**config.mk**
```make
export PLATFORM = sky130hd
export DESIGN_NAME = uart_tx_frame_flat
export DESIGN_NICKNAME = d
export VERILOG_FILES = /design/src/rtl/uart_pkg.sv /design/src/rtl/uart_tx_frame_if.sv /design/src/rtl/uart_baud_cnt.sv /design/src/rtl/uart_tx_frame.sv /design/src/flat_wrapper.sv
export SDC_FILE = /design/constraint.sdc
export NUM_CORES = 1
export LEC_CHECK = 0
export BUFFER_PORTS_ARGS = -buffer_cell sky130_fd_sc_hd__buf_2
export CAP_MARGIN = 0
export CELL_PAD_IN_SITES_DETAIL_PLACEMENT = 0
export CELL_PAD_IN_SITES_GLOBAL_PLACEMENT = 1
export CORE_MARGIN = 5
export CORE_UTILIZATION = 50
export CTS_BUF_LIST = sky130_fd_sc_hd__clkbuf_8
export DETAILED_ROUTE_END_ITERATION = 8
export PLACE_DENSITY = 0.94
export SLEW_MARGIN = 15
export SYNTH_ARGS = -nofsm -noshare
export SYNTH_HDL_FRONTEND = slang
export SYNTH_SLANG_ARGS = --single-unit
```
**constraint.sdc**
```tcl
create_clock -name clk -period 4 [get_ports clk]
set_input_delay 1.2 -clock clk [delete_from_list [all_inputs] [get_ports clk]]
set_output_delay 1.2 -clock clk [all_outputs]
set_load 0.01 [all_outputs]
```
**src/rtl/uart_pkg.sv**
```systemverilog
// rtl/uart_pkg.sv - shared types and helpers for the UART transmit engine
package uart_pkg;

  typedef enum logic [2:0] {
    IDLE   = 3'd0,
    START  = 3'd1,
    DATA   = 3'd2,
    PARITY = 3'd3,
    STOP   = 3'd4
  } uart_state_e;

  typedef enum logic [1:0] {
    PAR_NONE = 2'b00,
    PAR_EVEN = 2'b01,
    PAR_ODD  = 2'b10
  } parity_mode_e;

  // Character length code 00..11 maps to 5..8 data bits.
  function automatic logic [3:0] data_len(input logic [1:0] code);
    return 4'd5 + {2'b00, code};
  endfunction

endpackage

```
**src/rtl/uart_tx_frame_if.sv**
```systemverilog
// rtl/uart_tx_frame_if.sv - character handshake, frame configuration and line status bundle
interface uart_tx_frame_if #(
  parameter int DIV_W  = 16,
  parameter int DATA_W = 8
);
  logic              tx_valid;
  logic              tx_ready;
  logic [DATA_W-1:0] tx_data;
  logic [1:0]        data_bits;
  logic [1:0]        parity_mode;
  logic              stop2;
  logic [DIV_W-1:0]  baud_div;
  logic              tx_out;
  logic              busy;
  logic              frame_done;

  modport master (
    output tx_valid, tx_data, data_bits, parity_mode, stop2, baud_div,
    input  tx_ready, tx_out, busy, frame_done
  );

  modport slave (
    input  tx_valid, tx_data, data_bits, parity_mode, stop2, baud_div,
    output tx_ready, tx_out, busy, frame_done
  );
endinterface

```
**src/rtl/uart_baud_cnt.sv**
```systemverilog
// rtl/uart_baud_cnt.sv - loadable bit-period down-counter, tick while the count is zero
module uart_baud_cnt #(
  parameter int DIV_W = 16
) (
  input  logic             clk,
  input  logic             reset_n,
  input  logic             load,
  input  logic             en,
  input  logic [DIV_W-1:0] load_val,
  output logic [DIV_W-1:0] count,
  output logic             tick
);

  logic [DIV_W-1:0] cnt;

  always_ff @(posedge clk or negedge reset_n) begin
    if (!reset_n) begin
      cnt <= '0;
    end else if (load) begin
      cnt <= load_val;
    end else if (en && (cnt != '0)) begin
      cnt <= cnt - DIV_W'(1);
    end
  end

  assign count = cnt;
  assign tick  = (cnt == '0);

endmodule

```
**src/rtl/uart_tx_frame.sv**
```systemverilog
// rtl/uart_tx_frame.sv - UART frame sequencer: start, 5-8 data bits LSB first, optional parity, 1-2 stop bits
module uart_tx_frame
  import uart_pkg::*;
#(
  parameter int DIV_W  = 16,
  parameter int DATA_W = 8
) (
  input  logic           clk,
  input  logic           reset_n,
  uart_tx_frame_if.slave bus
);

  uart_state_e       state;
  logic [DATA_W-1:0] shift_r;
  logic [2:0]        bit_idx;
  logic [2:0]        last_idx_r;
  parity_mode_e      par_mode_r;
  logic              stop2_r;
  logic              stop_idx;
  logic [DIV_W-1:0]  baud_r;
  logic              par_acc;
  logic              tx_out_r;
  logic              ready_r;
  logic              busy_r;
  logic              done_r;

  logic              accept;
  logic              baud_load;
  logic              baud_en;
  logic [DIV_W-1:0]  baud_val;
  logic [DIV_W-1:0]  baud_count;
  logic              tick;
  logic              par_en;
  logic              baud_zero;
  logic              last_stop;

  // ready_r is high exactly in IDLE, so accept never loops back through tx_valid.
  assign accept    = ready_r && bus.tx_valid;
  assign baud_load = accept || ((state != IDLE) && tick);
  assign baud_en   = (state != IDLE);
  assign baud_val  = accept ? bus.baud_div : baud_r;
  assign par_en    = (par_mode_r == PAR_EVEN) || (par_mode_r == PAR_ODD);
  assign baud_zero = (baud_r == '0);
  assign last_stop = (stop_idx == stop2_r);

  uart_baud_cnt #(.DIV_W(DIV_W)) u_baud_cnt (
    .clk      (clk),
    .reset_n  (reset_n),
    .load     (baud_load),
    .en       (baud_en),
    .load_val (baud_val),
    .count    (baud_count),
    .tick     (tick)
  );

  always_ff @(posedge clk or negedge reset_n) begin
    if (!reset_n) begin
      state      <= IDLE;
      tx_out_r   <= 1'b1;
      ready_r    <= 1'b1;
      busy_r     <= 1'b0;
      done_r     <= 1'b0;
      shift_r    <= '0;
      bit_idx    <= '0;
      last_idx_r <= '0;
      par_mode_r <= PAR_NONE;
      stop2_r    <= 1'b0;
      stop_idx   <= 1'b0;
      baud_r     <= '0;
      par_acc    <= 1'b0;
    end else begin
      done_r <= 1'b0;
      case (state)
        IDLE: begin
          tx_out_r <= 1'b1;
          if (accept) begin
            state      <= START;
            tx_out_r   <= 1'b0;
            ready_r    <= 1'b0;
            busy_r     <= 1'b1;
            shift_r    <= bus.tx_data;
            last_idx_r <= 3'(data_len(bus.data_bits) - 4'd1);
            par_mode_r <= parity_mode_e'(bus.parity_mode);
            stop2_r    <= bus.stop2;
            baud_r     <= bus.baud_div;
            // Odd parity is the even XOR inverted, so seed the accumulator with 1.
            par_acc    <= (parity_mode_e'(bus.parity_mode) == PAR_ODD);
          end
        end

        START: begin
          if (tick) begin
            state    <= DATA;
            bit_idx  <= '0;
            tx_out_r <= shift_r[0];
            par_acc  <= par_acc ^ shift_r[0];
            shift_r  <= shift_r >> 1;
          end
        end

        DATA: begin
          if (tick) begin
            if (bit_idx == last_idx_r) begin
              if (par_en) begin
                state    <= PARITY;
                tx_out_r <= par_acc;
              end else begin
                state    <= STOP;
                tx_out_r <= 1'b1;
                stop_idx <= 1'b0;
                done_r   <= !stop2_r && baud_zero;
              end
            end else begin
              bit_idx  <= bit_idx + 3'd1;
              tx_out_r <= shift_r[0];
              par_acc  <= par_acc ^ shift_r[0];
              shift_r  <= shift_r >> 1;
            end
          end
        end

        PARITY: begin
          if (tick) begin
            state    <= STOP;
            tx_out_r <= 1'b1;
            stop_idx <= 1'b0;
            done_r   <= !stop2_r && baud_zero;
          end
        end

        STOP: begin
          tx_out_r <= 1'b1;
          if (tick) begin
            if (last_stop) begin
              state   <= IDLE;
              ready_r <= 1'b1;
              busy_r  <= 1'b0;
            end else begin
              stop_idx <= 1'b1;
              done_r   <= baud_zero;
            end
          end else begin
            // Registered pulse: raise it on the edge that enters the final clock.
            done_r <= last_stop && (baud_count == DIV_W'(1));
          end
        end

        default: begin
          state    <= IDLE;
          tx_out_r <= 1'b1;
          ready_r  <= 1'b1;
          busy_r   <= 1'b0;
        end
      endcase
    end
  end

  assign bus.tx_out     = tx_out_r;
  assign bus.tx_ready   = ready_r;
  assign bus.busy       = busy_r;
  assign bus.frame_done = done_r;

endmodule

```
**src/flat_wrapper.sv**
```systemverilog
// flat-port wrapper written by rule: the top's interface ports become plain ports
module uart_tx_frame_flat import uart_pkg::*;
#(
  parameter int DIV_W  = 16,
  parameter int DATA_W = 8
)
  (clk, reset_n, bus_tx_valid, bus_tx_data, bus_data_bits, bus_parity_mode, bus_stop2, bus_baud_div, bus_tx_ready, bus_tx_out, bus_busy, bus_frame_done);
  uart_tx_frame_if #(.DIV_W(DIV_W), .DATA_W(DATA_W)) bus_i ();
  input  logic clk;
  input  logic reset_n;
  input wire logic [$bits(bus_i.tx_valid)-1:0] bus_tx_valid;
  input wire logic [$bits(bus_i.tx_data)-1:0] bus_tx_data;
  input wire logic [$bits(bus_i.data_bits)-1:0] bus_data_bits;
  input wire logic [$bits(bus_i.parity_mode)-1:0] bus_parity_mode;
  input wire logic [$bits(bus_i.stop2)-1:0] bus_stop2;
  input wire logic [$bits(bus_i.baud_div)-1:0] bus_baud_div;
  output wire logic [$bits(bus_i.tx_ready)-1:0] bus_tx_ready;
  output wire logic [$bits(bus_i.tx_out)-1:0] bus_tx_out;
  output wire logic [$bits(bus_i.busy)-1:0] bus_busy;
  output wire logic [$bits(bus_i.frame_done)-1:0] bus_frame_done;
  assign bus_i.tx_valid = bus_tx_valid;
  assign bus_i.tx_data = bus_tx_data;
  assign bus_i.data_bits = bus_data_bits;
  assign bus_i.parity_mode = bus_parity_mode;
  assign bus_i.stop2 = bus_stop2;
  assign bus_i.baud_div = bus_baud_div;
  assign bus_tx_ready = bus_i.tx_ready;
  assign bus_tx_out = bus_i.tx_out;
  assign bus_busy = bus_i.busy;
  assign bus_frame_done = bus_i.frame_done;
  uart_tx_frame #(.DIV_W(DIV_W), .DATA_W(DATA_W)) u_core (.clk(clk), .reset_n(reset_n), .bus(bus_i));
endmodule
```
# [Yosys cells after proc, flatten, opt, wreduce, memory -nomap -nowiden]
# Cells that the tools add are included.
[classes] n_mul=0 div=0 n_reduce_logical=25 shift=0 n_eq_ne=20 addsub=4 muxes=55 bitwise=2 magnitude_cmp=0
[ops] op="$mux W16" count=3
[ops] op="$mux W3" count=11
[ops] op="$logic_not A16 Y1" count=2
[ops] op="$mux W8" count=4
[ops] op="$mux W1" count=28
[ops] op="$pmux W8 S3" count=1
[ops] op="$eq A16 B1 Y1 const B" count=1
[ops] op="$reduce_bool A16 Y1" count=1
[ops] op="$sub A16 B1 Y16 const B" count=1
[ops] op="$pmux W1 S3" count=5
[ops] op="$pmux W3 S5" count=1
[ops] op="$ne A2 B1 Y1 const B" count=7
[ops] op="$reduce_and A7 Y1" count=2
[ops] op="$reduce_bool A3 Y1" count=3
[ops] op="$reduce_and A4 Y1" count=2
[ops] op="$eq A3 B2 Y1 const B" count=2
[ops] op="$ne A2 B2 Y1 const B" count=3
[ops] op="$pmux W3 S2" count=1
[ops] op="$logic_and A1 B1 Y1" count=5
[ops] op="$reduce_and A5 Y1" count=1
[ops] op="$eq A2 B2 Y1 const B" count=2
[ops] op="$pmux W1 S4" count=1
[ops] op="$reduce_bool A2 Y1" count=2
[ops] op="$add A3 B1 Y3 const B" count=1
[ops] op="other kinds (15)" count=16
[totals] mem_count=0 word_cells=120 mem_bits_ro=0 latch_bits=0 ram_bits=0 register_bits=58

# [Longest topological paths before layout]
[logic_depth] word_depth=6 mapped_depth=8

# [Cells and area by module]
# From an unflattened synthesis, not the netlist that was laid out.
[unflattened] cells_unflattened=332 hier_area_um2=3382.0
[modules_own_cells] module="uart_tx_frame" area_each_um2=2318.5 cells_each=208 seq_area_each_um2=1053.5 instances=1
[modules_own_cells] module="uart_baud_cnt" area_each_um2=1063.5 cells_each=124 seq_area_each_um2=400.4 instances=1

# [Worst setup path before layout]
# Ideal clock, no wire load.
[synth_timing] path_kind="input port to flip-flop" start="input bus_tx_valid" end="register u_core.baud_r[11]" setup_time_ns=0.125 arrival_ns=2.402 stages=5 n_path_buf=2 t_required_ns=3.875 slack_ns=1.473 path_cell_list="nand2_1 -> clkbuf_1 -> nor2_1 -> clkbuf_1 -> mux2_2"
[synth_via] elab_chain_len=2
[synth_rtl] element="start, declared" line="flat_wrapper.sv:11" source="input wire logic [$bits(bus_i.tx_valid)-1:0] bus_tx_valid;"
[synth_rtl] element="$logic_and A1 B1 Y1" line="uart_tx_frame.sv:38" source="assign accept = ready_r && bus.tx_valid;"
[synth_rtl] element="$mux W16"
[synth_rtl] element="end signal, assigned" line="uart_tx_frame.sv:85" source="baud_r <= bus.baud_div;"
[synth_rtl] element="end, declared" line="uart_tx_frame.sv:20" source="logic [DIV_W-1:0] baud_r;"
# No other way between the ends.
# A chain may end at the register's enable or synchronous reset.

# [Worst setup path after layout]
[layout_timing] start="register u_core.u_baud_cnt.cnt[0], in the netlist u_core.u_baud_cnt.count[0]" end="register u_core.bit_idx[1]"
[layout_via] elab_chain_len=3
[layout_rtl] element="start, declared" line="uart_baud_cnt.sv:14" source="logic [DIV_W-1:0] cnt;"
[layout_rtl] element="start signal, assigned" line="uart_baud_cnt.sv:20" source="cnt <= load_val;"
[layout_rtl] element="start signal, assigned" line="uart_baud_cnt.sv:22" source="cnt <= cnt - DIV_W'(1);"
[layout_rtl] element="$logic_not A16 Y1 *" line="uart_baud_cnt.sv:27" source="assign tick = (cnt == '0);"
[layout_rtl] element="$ne A2 B1 Y1 (no source line)"
[layout_rtl] element="$reduce_and A4 Y1 (no source line) *"
[layout_rtl] element="end signal, assigned" line="uart_tx_frame.sv:114" source="bit_idx <= bit_idx + 3'd1;"
[layout_rtl] element="end, declared" line="uart_tx_frame.sv:15" source="logic [2:0] bit_idx;"
# Mark *: on every way between the ends. The rest lies on a longest branch, timed or not.

==> flow_summary.json <==
{
  "hp-start": "u_core.bus.busy",
  "routed_wl_um": 8160,
  "place_inst": 450,
  "ys_async_sr_fraction_pct": 100,
  "clock_latency_ns": 0.33,
  "cp_max_fo": 13,
  "period_share_pct": 72.3,
  "crit_chain": "inv_1 -> ha_1 -> nor3b_1 -> nand4_1 -> a211oi_1 -> o21ai_0 -> a211o_1",
  "ys_seq_area_share_pct": 43.0,
  "finalHoldViolations": 0,
  "antenna_found_initial": 0,
  "root_buffer": "clkbuf_8",
  "ys_ff_latch": 58,
  "reg2reg_slack_ns": 1.11,
  "synth-edff-count": 0,
  "num_vias": 2905,
  "r2r-start": "u_core.u_baud_cnt.count[0]",
  "die_x_um": 92.3,
  "syn_avg_cell_area_sq_um": 9.87,
  "combPwrFrac_pct": 28.6,
  "io-pin-count": 36,
  "stdcell_count": 466,
  "htreeDepth": 3,
  "syn_inst": 343,
  "skew_ns": 0.00602,
  "clock.fmax_ghz": 0.346,
  "p_per_area_nw_per_um2": 499,
  "place_congestion": 0.915,
  "cts_hold_buffers": 0,
  "worst-r2r-cell-count": 7,
  "port-buffer-count": 35,
  "clkPwrFrac_pct": 27.8,
  "drv_slew": 0,
  "final_nets": 417,
  "die_area_sq_um": 8510,
  "internal-power_w": 0.00125,
  "clkTransAtPathRegs_ns": 0.07,
  "worstPathRequired_ns": 4.22,
  "worst_setup_path_start_kind": "register",
  "drcViolationCount": 0,
  "ant_nets": 0,
  "cts-buffers-inserted": 9,
  "hold_ws_ns": 0.487,
  "syn_nets": 379,
  "dr.pass1.iters": 4,
  "clock_path_buffers": 2,
  "rows": 30,
  "grt_pass1_vias": 2806,
  "hold_path.class": "register to register",
  "rsz0062_at_grt": "no",
  "core_area_sq_um": 6680,
  "synth_flop_cell": "dfrtp_1",
  "cts_setup_buffers": 0,
  "max-cap-violations": 0,
  "tns_ns": 0,
  "reg2reg_to": "u_core.bit_idx[1]",
  "cts_tree": "built",
  "drtIter0Drc": 225,
  "antenna_cells": 0,
  "critical_path.top_delay_family": "compound AO/OA/AOI/OAI gates",
  "holdPathStages": 1,
  "cp_slowest_stage_delay_ns": 0.61,
  "p_seq_share_pct": 43.6,
  "critPathKind": "register to register",
  "post_cts_resized": 0,
  "dieHeight_um": 92.3,
  "synth_area_sq_um": 3380,
  "ys_types": 63,
  "relSlewSlack_pct": 47.1,
  "grt_pass1_wl_um": 14000,
  "total_power_w": 0.00193,
  "dpl-instance-area_sq_um": 3650,
  "slowest_stage": "a211oi_1",
  "yosysWarningCount": 0,
  "switching_share_pct": 35.1,
  "worst-slew-pin-transition_ns": 0.792,
  "via_per_inst": 6.23,
  "drive_above_1_share_pct": 28.0,
  "critical_path_arrival_ns": 3.11,
  "place_hpwl_um": 5830,
  "timing.final.crit_period_ns": 2.89,
  "grt_max_degree": 33,
  "p_sw_w": 0.000677,
  "endpoint_kind": "register",
  "crit_buf_inv": 1,
  "ir_drop_mv": 0.256,
  "area_growth_syn_to_layout_pct": 13.9,
  "cts.sinks": 58,
  "p_leak_nw": 1.77,
  "status": "finished, final reports clean",
  "grt-ovfl-total": 0,
  "wl_per_cell_um": 17.5,
  "whs_endpoint": "u_core.bus.busy",
  "fin_area_sq_um": 3860,
  "setup_violations": 0,
  "grt_use_total_pct": 20.5,
  "floorplan.initialDensity_pct": 50.7
}
==> final cells by class <==
type / count / area, sq um
Timing Repair Buffer: 42 / 228
Sequential cell: 58 / 1450
Inverter: 12 / 45.0
Clock buffer: 14 / 193
Fill cell: 588 / 2830
Multi-Input combinational cell: 258 / 1830
Tap cell: 80 / 100
Clock inverter: 2 / 8.76
==> sequential cells by signal (all words and copies together), names as in the netlist, 2 cells and up <==
register / count
u_core.shift_r: 8
u_core.par_mode_r: 2
u_core.u_baud_cnt.count: 16
u_core.last_idx_r: 3
u_core.state: 3
u_core.bit_idx: 3
u_core.baud_r: 16
==> worst max-delay path by stage <==
| stage | depth (start not counted) | startpoint | slack [ns] | endpoint |
|---|---|---|---|---|
| after floorplan | 5 | bus_tx_valid | 1.47 | u_core.baud_r[11] |
| after global placement | 5 | u_core.state[0] | 1.29 | u_core.last_idx_r[0] |
| after detailed placement | 7 | u_core.u_baud_cnt.count[0] | 1.17 | u_core.bit_idx[1] |
| after CTS | 7 | u_core.u_baud_cnt.count[0] | 1.15 | u_core.bit_idx[1] |
| after global routing | 7 | u_core.u_baud_cnt.count[0] | 0.90 | u_core.bit_idx[1] |
| final | 7 | u_core.u_baud_cnt.count[0] | 1.11 | u_core.bit_idx[1] |
==> logic make-up after synthesis <==
logic type | Yosys count | synth area share, %
multiplexers | 39 | 12.8
buffers and inverters | 27 | 3.11
AND/OR/NAND/NOR | 116 | 20.1
adder cells (fa/ha/maj) | 4 | 1.48
flip-flops | 58 | 43.0
AO/OA/AOI/OAI | 93 | 18.0
XOR/XNOR | 6 | 1.55
==> worst register-to-register path, cell delays in order, from the launching register on <==
cell,delay (ns)
dfrtp_1,0.45
inv_1,0.12
ha_1,0.29
nor3b_1,0.29
nand4_1,0.54
a211oi_1,0.61
o21ai_0,0.16
a211o_1,0.32
==> cells in the mapped netlist (all sizes together) (2+ instances only) <==
cell      n  area (sq um)
a211o     2          17.5
a21o      4          30.0
a21oi    23           126
a2bb2oi   3          26.3
a31oi     5          31.3
a32o      4          40.0
and2      3          18.8
and3      2          12.5
buf       4          18.8
clkbuf   11          41.3
dfrtp    56          1400
dfstp     2          52.6
ha        4          50.1
inv      12          45.0
mux2     34           383
mux2i     5          50.1
nand2    30           113
nand2b    3          18.8
nand3    12          60.1
nand4     6          37.5
nor2     22          82.6
nor2b     2          12.5
nor3      6          35.0
nor3b     3          22.5
nor4     12           141
nor4b     2          17.5
o211ai    2          15.0
o21a      2          15.0
o21ai    28           140
o22ai     3          18.8
o31ai     3          22.5
o41ai     2          17.5
or2       2          12.5
or3       2          12.5
or4       3          23.8
xnor2     2          17.5
xor2      4          35.0
==> power groups by stage <==
stage | logic (W) | registers, W | clock network [W]
floorplan | 0.000440 | 0.000793 | 0
global placement | 0.000534 | 0.000841 | 0
detailed placement | 0.000544 | 0.000847 | 0
CTS | 0.000546 | 0.000836 | 0.000542
global route | 0.000609 | 0.000859 | 0.000575
finish | 0.000550 | 0.000840 | 0.000535
==> layer usage <==
metal	GRT usage (%)	vias to the layer above	share of wire [%]
li1	-	1362	-
met1	29.2	1416	46
met2	30.7	111	46
met3	4.43	16	6.3
met4	7.43	0	1.7
met5	0	-	0
==> layout by cell type (no fill, tap or decap), drive strengths merged, types with 3 or more instances in the layout <==
cell type   n
dfrtp      56
buf        42
mux2       34
nand2      30
o21ai      28
a21oi      23
nor2       22
clkbuf     14
inv        13
nand3      12
nor4       12
nand4       6
nor3        6
mux2i       5
a31oi       5
xor2        4
a21o        4
a32o        4
ha          4
nor3b       3
a2bb2oi     3
and2        3
nand2b      3
o22ai       3
o31ai       3
or4         3
==> stage by stage <==
| stage | utilization (%) | worst slack [ns] |
|---|---|---|
| 2_1_floorplan | - | 1.47 |
| 3_3_place_gp | 54.7 | 1.29 |
| 3_5_place_dp | 54.7 | 1.17 |
| 4_1_cts | 57.7 | 1.15 |
| 5_1_grt | 57.7 | 0.897 |
| 6_report | 57.7 | 1.11 |
Note: power is estimated with default switching activity, not from simulation.
